File: src/rtl/mem_bus_arbiter.sv
// Round-robin arbiter between the fetch and data ports onto one memory bus,
// with address decode, ROM-write/unmapped error responses and a slave timeout.
//
// state | meaning
// IDLE  | waiting for a request; arbitration and decode happen here
// BUSY  | slv_valid held; waiting for slv_ready or timeout expiry
// ERR   | one-cycle error response to the granted port
module mem_bus_arbiter #(
  parameter logic [31:0] ROM_BASE   = 32'h0,
  parameter logic [31:0] ROM_TOP    = 32'h80,
  parameter logic [31:0] PRINT_BASE = 32'h1000000,
  parameter logic [31:0] PRINT_TOP  = 32'h1000004,
  parameter logic [31:0] CLINT_BASE = 32'h2000000,
  parameter logic [31:0] CLINT_TOP  = 32'h200C000,
  parameter logic [31:0] BRAM_BASE  = 32'h80000000,
  parameter logic [31:0] BRAM_TOP   = 32'h90000000,
  parameter int unsigned TIMEOUT    = 1024
) (
  input  logic        clock,
  input  logic        reset,
  input  logic        imem_valid,
  input  logic [31:0] imem_addr,
  output logic        imem_ready,
  output logic [31:0] imem_rdata,
  output logic        imem_error,
  input  logic        dmem_valid,
  input  logic [31:0] dmem_addr,
  input  logic [31:0] dmem_wdata,
  input  logic [3:0]  dmem_wstrb,
  output logic        dmem_ready,
  output logic [31:0] dmem_rdata,
  output logic        dmem_error,
  output logic        slv_valid,
  output logic [3:0]  slv_sel,
  output logic        slv_instr,
  output logic [31:0] slv_addr,
  output logic [31:0] slv_wdata,
  output logic [3:0]  slv_wstrb,
  input  logic [31:0] slv_rdata,
  input  logic        slv_ready
);

  typedef enum logic [1:0] {IDLE, BUSY, ERR} state_t;

  localparam int CW = (TIMEOUT > 1) ? $clog2(TIMEOUT) : 1;
  localparam logic [CW-1:0] TMO_LOAD = (TIMEOUT > 0) ? CW'(TIMEOUT - 1) : '0;

  state_t        state;
  logic          last_grant_d;
  logic          gnt_instr;
  logic [CW-1:0] tmo_cnt;

  function automatic logic [3:0] decode(input logic [31:0] a);
    logic [3:0] s;
    s[0] = (a >= ROM_BASE)   && (a < ROM_TOP);
    s[1] = (a >= PRINT_BASE) && (a < PRINT_TOP);
    s[2] = (a >= CLINT_BASE) && (a < CLINT_TOP);
    s[3] = (a >= BRAM_BASE)  && (a < BRAM_TOP);
    return s;
  endfunction

  logic        grant_d;
  logic [3:0]  i_sel, d_sel, g_sel;
  logic [31:0] g_addr;
  logic        g_ok;
  logic        tmo_hit;

  always_comb begin
    i_sel   = decode(imem_addr);
    d_sel   = decode(dmem_addr);
    // On contention the port that did not win last contention goes first.
    grant_d = dmem_valid && (!imem_valid || !last_grant_d);
    g_sel   = grant_d ? d_sel : i_sel;
    g_addr  = grant_d ? dmem_addr : imem_addr;
    g_ok    = (|g_sel) && !(grant_d && d_sel[0] && (dmem_wstrb != 4'h0));
    tmo_hit = (TIMEOUT != 0) && (tmo_cnt == '0);
  end

  always_ff @(posedge clock or posedge reset) begin
    if (reset) begin
      state        <= IDLE;
      last_grant_d <= 1'b0;
      gnt_instr    <= 1'b0;
      tmo_cnt      <= '0;
      slv_valid    <= 1'b0;
      slv_sel      <= 4'h0;
      slv_instr    <= 1'b0;
      slv_addr     <= 32'h0;
      slv_wdata    <= 32'h0;
      slv_wstrb    <= 4'h0;
    end else begin
      case (state)
        IDLE: begin
          if (imem_valid || dmem_valid) begin
            gnt_instr <= !grant_d;
            if (imem_valid && dmem_valid) last_grant_d <= grant_d;
            if (g_ok) begin
              slv_valid <= 1'b1;
              slv_sel   <= g_sel;
              slv_instr <= !grant_d;
              slv_addr  <= g_addr;
              slv_wdata <= grant_d ? dmem_wdata : 32'h0;
              slv_wstrb <= grant_d ? dmem_wstrb : 4'h0;
              tmo_cnt   <= TMO_LOAD;
              state     <= BUSY;
            end else begin
              state <= ERR;
            end
          end
        end
        BUSY: begin
          if (slv_ready) begin
            slv_valid <= 1'b0;
            slv_sel   <= 4'h0;
            tmo_cnt   <= '0;
            state     <= IDLE;
          end else if (tmo_hit) begin
            slv_valid <= 1'b0;
            slv_sel   <= 4'h0;
            tmo_cnt   <= '0;
            state     <= ERR;
          end else begin
            tmo_cnt <= tmo_cnt - CW'(1);
          end
        end
        ERR:     state <= IDLE;
        default: state <= IDLE;
      endcase
    end
  end

  logic busy_done, err_st;

  always_comb begin
    busy_done  = (state == BUSY) && slv_ready;
    err_st     = (state == ERR);
    imem_ready = gnt_instr && (busy_done || err_st);
    dmem_ready = !gnt_instr && (busy_done || err_st);
    imem_error = gnt_instr && err_st;
    dmem_error = !gnt_instr && err_st;
    imem_rdata = (gnt_instr && busy_done) ? slv_rdata : 32'h0;
    dmem_rdata = (!gnt_instr && busy_done) ? slv_rdata : 32'h0;
  end

endmodule

File: config.mk
export PLATFORM = sky130hd
export DESIGN_NAME = mem_bus_arbiter
export DESIGN_NICKNAME = d
export VERILOG_FILES = /design/src/rtl/mem_bus_arbiter.sv
export SDC_FILE = /design/constraint.sdc
export NUM_CORES = 1
export LEC_CHECK = 0
export ABC_AREA = 1
export BUFFER_PORTS_ARGS = -buffer_cell sky130_fd_sc_hd__buf_2
export CORE_UTILIZATION = 40
export CTS_CLUSTER_DIAMETER = 200
export DETAILED_ROUTE_END_ITERATION = 8
export HOLD_SLACK_MARGIN = 0.12
export PLACE_DENSITY = 0.76
export SLEW_MARGIN = 15
export SYNTH_ARGS = -nofsm -noshare
export SYNTH_HDL_FRONTEND = slang
export SYNTH_SLANG_ARGS = --single-unit
File: constraint.sdc
create_clock -name clock -period 2.75 [get_ports clock]
set_input_delay 0.55 -clock clock [delete_from_list [all_inputs] [get_ports clock]]
set_output_delay 0.55 -clock clock [all_outputs]
set_load 0.02 [all_outputs]
==> results of run 1 <==
-- registers in the layout, summed over array words and instances, names as in the netlist --
signal and cells:
slv_wstrb 4, last_grant_d 1, slv_instr 1, slv_valid 1
slv_addr 32, gnt_instr 1, slv_sel 4, state 2
slv_wdata 32, tmo_cnt 10
-- worst paths after layout --
check	endpoint	slack (ps)
min	slv_wdata[2]$_DFFE_PP0P_	210
max	dmem_ready	510
max reg2reg	slv_wdata[10]$_DFFE_PP0P_	660
max in group asynchronous	slv_wstrb[1]$_DFFE_PP0P_	1860
min in group clock	slv_wdata[30]$_DFFE_PP0P_	400
min reg2reg	slv_addr[20]$_DFFE_PP0P_	470
-- cell usage in the layout, fill, tap and decap left out, types with 9 or more instances in the layout --
cell | synthesis | final
inv_1 | 66 | 65
o21ai_0 | 20 | 20
nor2_1 | 119 | 119
nand2_1 | 290 | 290
clkbuf_16 | 0 | 9
dfrtp_1 | 88 | 88
buf_2 | 11 | 278
buf_4 | 0 | 10
a21oi_1 | 12 | 12
nand2_2 | 12 | 12
nand3_1 | 12 | 12
-- layout make-up --
| class | instances | area (um^2) |
|---|---|---|
| Clock buffer | 11 | 243 |
| Clock inverter | 5 | 86.3 |
| Fill cell | 1148 | 4810 |
| Inverter | 68 | 259 |
| Multi-Input combinational cell | 502 | 2110 |
| Sequential cell | 88 | 2200 |
| Tap cell | 143 | 179 |
| Timing Repair Buffer | 291 | 1530 |
-- critical path: stages (launching register included) --
cell     delay (ps)
dfrtp_1         380
inv_1            80
nor2_1           40
buf_4           160
nand3_1          70
buf_4           300
o21ai_0         130
buf_2           180
-- power by group through the flow --
stage	registers [W]	clock network [W]	logic (W)
detailed placement	0.00207	0	0.00212
global placement	0.00206	0	0.00208
floorplan	0.00261	0	0.000734
global route	0.00212	0.00145	0.00233
finish	0.00206	0.00134	0.00210
CTS	0.00206	0.00138	0.00212
-- stage by stage --
stage	hold WS (ps)	std cells	power, W
3_5_place_dp	449	1092	0.00419
3_3_place_gp	449	1092	0.00414
2_1_floorplan	453	683	0.00334
4_1_cts	213	1108	0.00556
5_1_grt	228	1108	0.00590
6_report	211	1108	0.00550
-- cell families after synthesis --
kind of cell / after synthesis
simple gates: 454
xor+xnor: 7
compound gates: 40
fa+ha+maj: 1
flops: 88
buf+inv: 93
-- routing by layer --
| metal | GRT usage (%) | wire [um] | vias to the layer above | part of all wire [%] |
|---|---|---|---|---|
| met3 | 6.29 | 889 | 20 | 6.2 |
| met2 | 42.5 | 7740 | 184 | 54 |
| met1 | 25.7 | 5510 | 2298 | 38 |
| met4 | 7.61 | 262 | 0 | 1.8 |
| met5 | 0 | 0 | - | 0 |
| li1 | - | - | 2605 | - |
==> results.json, run 1 <==
{
  "fp.dieArea_um2": 12200,
  "power_density_nw_per_um2": 833,
  "synth_adder_area_share_pct": 0.266,
  "place_ws_ps": 344,
  "ys_types": 27,
  "grt_pass1_wl_mm": 20.9,
  "min_period_ps": 2240,
  "drive_gt1_share_pct": 34.0,
  "dr_total_vias": 5107,
  "critPathMaxFanout": 33,
  "setup_ws_ps": 514,
  "clock_latency_ps": 340,
  "gr-usage-all-layers_pct": 23.1,
  "p_leak_nw": 4.21,
  "nets": 1098,
  "drc": 0,
  "core_um2": 11400,
  "grt_pass1_vias": 4370,
  "ys_seq_area_share_pct": 46.9,
  "synth_compound_area_share_pct": 4.64,
  "gp_congestion": 0.844,
  "start_kind": "flip-flop",
  "synth_most_common_cell": "nand2_1",
  "hold_violations": 0,
  "port_buffers": 278,
  "r2r_cells": 12,
  "setup-tns-final_ps": 0,
  "post_cts_buffers": 0,
  "max_clock_freq_mhz": 447,
  "cp.arrival_ps": 1690,
  "synth_cells": 683,
  "synth_top_family_by_area": "simple AND/OR/NAND/NOR gates",
  "cts_buffers": 9,
  "design_area_um2": 6600,
  "rows": 39,
  "p_switching_w": 0.00219,
  "chipHeight_um": 110,
  "worst_ep_required_time_ps": 2200,
  "clkTransAtPathRegs_ps": 60,
  "worst_pin_slew_ps": 425,
  "r2r-start": "last_grant_d$_DFFE_PP0P_",
  "firstDrtPassIters": 4,
  "num_antenna_cells": 0,
  "cap_violations": 0,
  "antenna_found_initial": 1,
  "synthMuxAreaShare_pct": 0,
  "irDropWorstVdd_uv": 442,
  "crit_type": "reg2out",
  "yosys_register_bits": 88,
  "startpoint": "state[0]$_DFFE_PP0P_",
  "yosys-top-cells-count": "nand2_1 (290), nor2_1 (119), dfrtp_1 (88)",
  "die_x_um": 110,
  "vias_per_cell": 4.61,
  "yosysTopAreaCellShare_pct": 46.9,
  "setup_viol": 0,
  "intPower_w": 0.00332,
  "status": "finished clean",
  "cts_root_buffer": "clkbuf_16",
  "async_flop_share_pct": 100,
  "post_drt_wl_per_cell_um": 13.0,
  "drtIter0Drc": 226,
  "combPwrFrac_pct": 38.1,
  "antenna_left": 0,
  "ys.flop_type": "dfrtp_1",
  "rsz0062_at_grt": "no",
  "synthXorXnorAreaFrac_pct": 1.31,
  "numClockSinks": 88,
  "initial_core_util_pct": 41.1,
  "pin_count": 279,
  "slew_viol_final": 0,
  "yosys-top-cells-area": "dfrtp_1 (47%), nand2_1 (23%), nor2_1 (9.5%), inv_1 (5.3%), o21ai_0 (2.1%)",
  "clockBufferDepth": 2,
  "cts.repair.resized": 0,
  "synthesis.nets": 821,
  "grt.overflow.total": 0,
  "post-route-util_pct": 57.8,
  "htree_levels": 3,
  "synth_area_per_cell_um2": 6.88,
  "routed_wl_mm": 14.4,
  "synth-simple-area-share_pct": 38.7,
  "hp-class": "in2async",
  "cts-hold-fix-buffers": 0,
  "synth_warnings": 0,
  "syn_to_final_growth_pct": 40.6,
  "finalCritPeriodShare_pct": 81.3,
  "synth_edf_count": 0,
  "yosys.area.top_type": "dfrtp_1",
  "netSwitchingFraction_pct": 39.7,
  "placed_area_um2": 6270,
  "slew_headroom_pct": 71.5,
  "power_frac_clock_pct": 24.4,
  "critPathCaptureType": "output port",
  "grt_max_degree": 61,
  "tritoncts": "done",
  "power.share.sequential_pct": 37.5,
  "skew_ps": 8.05,
  "hpwl_mm": 11.4,
  "synth_area_um2": 4700
}
No activity file was read; power rests on OpenSTA's default activity.
==> run 2: changes to the inputs <==
clock period = 1.9 ns   (was 2.75 ns; I/O delays follow)
==> results.json, run 2 (same netlist as run 1, synthesis figures left out) <==
{
  "grt_pass1_vias": 4628,
  "drive_gt1_share_pct": 46.3,
  "slew_headroom_pct": 64.3,
  "irDropWorstVdd_uv": 652,
  "htree_levels": 3,
  "drc": 0,
  "syn_to_final_growth_pct": 75.5,
  "antenna_left": 0,
  "p_switching_w": 0.00344,
  "hpwl_mm": 11.3,
  "r2r_end": "slv_wdata[0]$_DFFE_PP0P_",
  "status": "finished with violations",
  "clockBufferDepth": 2,
  "fp.dieArea_um2": 12200,
  "p_total_w": 0.00824,
  "die_x_um": 110,
  "max_clock_freq_mhz": 484,
  "port_buffers": 278,
  "numClockSinks": 88,
  "finalCritPeriodShare_pct": 109,
  "critPathMaxFanout": 8,
  "violations": "setup timing",
  "grt_max_degree": 89,
  "initial_core_util_pct": 41.1,
  "power_density_nw_per_um2": 1000,
  "crit_chain": "nor2_4 -> nand3_4 -> clkbuf_16 -> nor2_4 -> buf_6",
  "rsz0062_at_grt": "yes",
  "nets": 1164,
  "cp.arrival_ps": 1690,
  "start_kind": "flip-flop",
  "intPower_w": 0.00480,
  "cts_root_buffer": "clkbuf_16",
  "pin_count": 279,
  "hp-class": "in2async",
  "min_period_ps": 2070,
  "power_frac_clock_pct": 19.5,
  "chipHeight_um": 110,
  "placed_area_um2": 6540,
  "skew_ps": 11.0,
  "routed_wl_mm": 18.6,
  "cts_buffers": 9,
  "design_area_um2": 8240,
  "netSwitchingFraction_pct": 41.8,
  "firstDrtPassIters": 4,
  "grt.overflow.total": 0,
  "hold_violations": 0,
  "clock_latency_ps": 340,
  "slowest_stage": "dfrtp_1",
  "r2r_slack_ps": -100,
  "grt_pass1_wl_mm": 22.2,
  "combPwrFrac_pct": 44.0,
  "p_leak_nw": 4.70,
  "setup-tns-final_ps": -10190,
  "hold_slack_ps": 172,
  "r2r_cells": 16,
  "gp_congestion": 0.817,
  "slowest_delay_ps": 430,
  "biggestRegsByFlops": "slv_addr (32), slv_wdata (32), tmo_cnt (10)",
  "vias_per_cell": 4.83,
  "critPathCaptureType": "output port",
  "worst_ep_required_time_ps": 1520,
  "setup_ws_ps": -168,
  "layout_commonest_cell": "nand2_1",
  "slew_viol_final": 0,
  "setup_viol": 124,
  "antenna_found_initial": 2,
  "dr_total_vias": 5679,
  "cap_violations": 0,
  "critical_path.most_common_cell": "nor2_4",
  "drtIter0Drc": 338,
  "cts-hold-fix-buffers": 0,
  "crit_type": "reg2out",
  "crit_buf_inv": 2,
  "final_cell_mix": "nand2_1 (282), buf_2 (217), dfrtp_1 (88)",
  "core_um2": 11400,
  "startpoint": "state[1]$_DFFE_PP0P_",
  "crit_family": "simple AND/OR/NAND/NOR gates",
  "rows": 39,
  "post_drt_wl_per_cell_um": 15.8,
  "tritoncts": "done",
  "gr-usage-all-layers_pct": 24.4,
  "clkTransAtPathRegs_ps": 70,
  "worst_pin_slew_ps": 535,
  "r2r-start": "last_grant_d$_DFFE_PP0P_",
  "power.share.sequential_pct": 36.5
}
-- run 2: worst register-to-register path: cells and delay by family (launching register included) --
kind	cells	cell delay [ps]
and+or+nand+nor	12	1140
buffers and inverters	4	410
DFF	1	370
-- run 2: worst max-delay path by stage --
stage                                            to  slack (ps)  cells after the start
after floorplan                      dmem_rdata[10]          70                      4
after detailed placement   slv_addr[25]$_DFFE_PP0P_        -240                     15
after CTS                 slv_wdata[22]$_DFFE_PP0P_         -70                     15
after global routing      slv_wdata[30]$_DFFE_PP0P_        -270                     16
after global placement     slv_addr[25]$_DFFE_PP0P_        -200                     13
final                                 dmem_rdata[0]        -170                      5
-- run 2: what timing repair did --
action	in CTS	in global routing
pin swaps	1	8
gates cloned	2	11
gates resized for setup	28	260
endpoints found under the setup margin	147	144
buffers inserted	14	7
hold endpoints to repair	0	0
-- run 2: power by group through the flow --
stage | Sequential, W | Combinational, W | Clock, W
after CTS | 0.00298 | 0.00327 | 0.00162
after floorplan | 0.00377 | 0.00106 | 0
after detailed placement | 0.00299 | 0.00318 | 0
after global routing | 0.00310 | 0.00394 | 0.00171
final | 0.00301 | 0.00362 | 0.00161
after global placement | 0.00298 | 0.00312 | 0
-- run 2: per-layer routing --
metal	vias up	routed length, um	track usage [%]
met5	-	0	0
met4	0	618	6.39
met3	44	1330	5.35
met2	253	9680	46.6
met1	2636	6990	27.2
li1	2746	-	-
-- run 2: area by class of cell --
| type | count | area, um^2 |
|---|---|---|
| well taps | 143 | 179 |
| repair buffers | 357 | 2680 |
| flip-flops and latches | 88 | 2200 |
| fillers | 862 | 3180 |
| multi-input cells | 502 | 2640 |
| diodes | 3 | 7.51 |
| clock buffers | 10 | 229 |
| clock inverters | 5 | 33.8 |
| inverters | 68 | 267 |
-- run 2: metrics by stage --
stage               utilization (%)  setup WS [ps]  std cells
floorplan                         -           73.8        683
global placement               57.3           -197       1124
detailed placement             57.3           -243       1124
CTS                            61.9          -71.3       1155
global route                   72.1           -274       1175
finish                         72.2           -168       1176
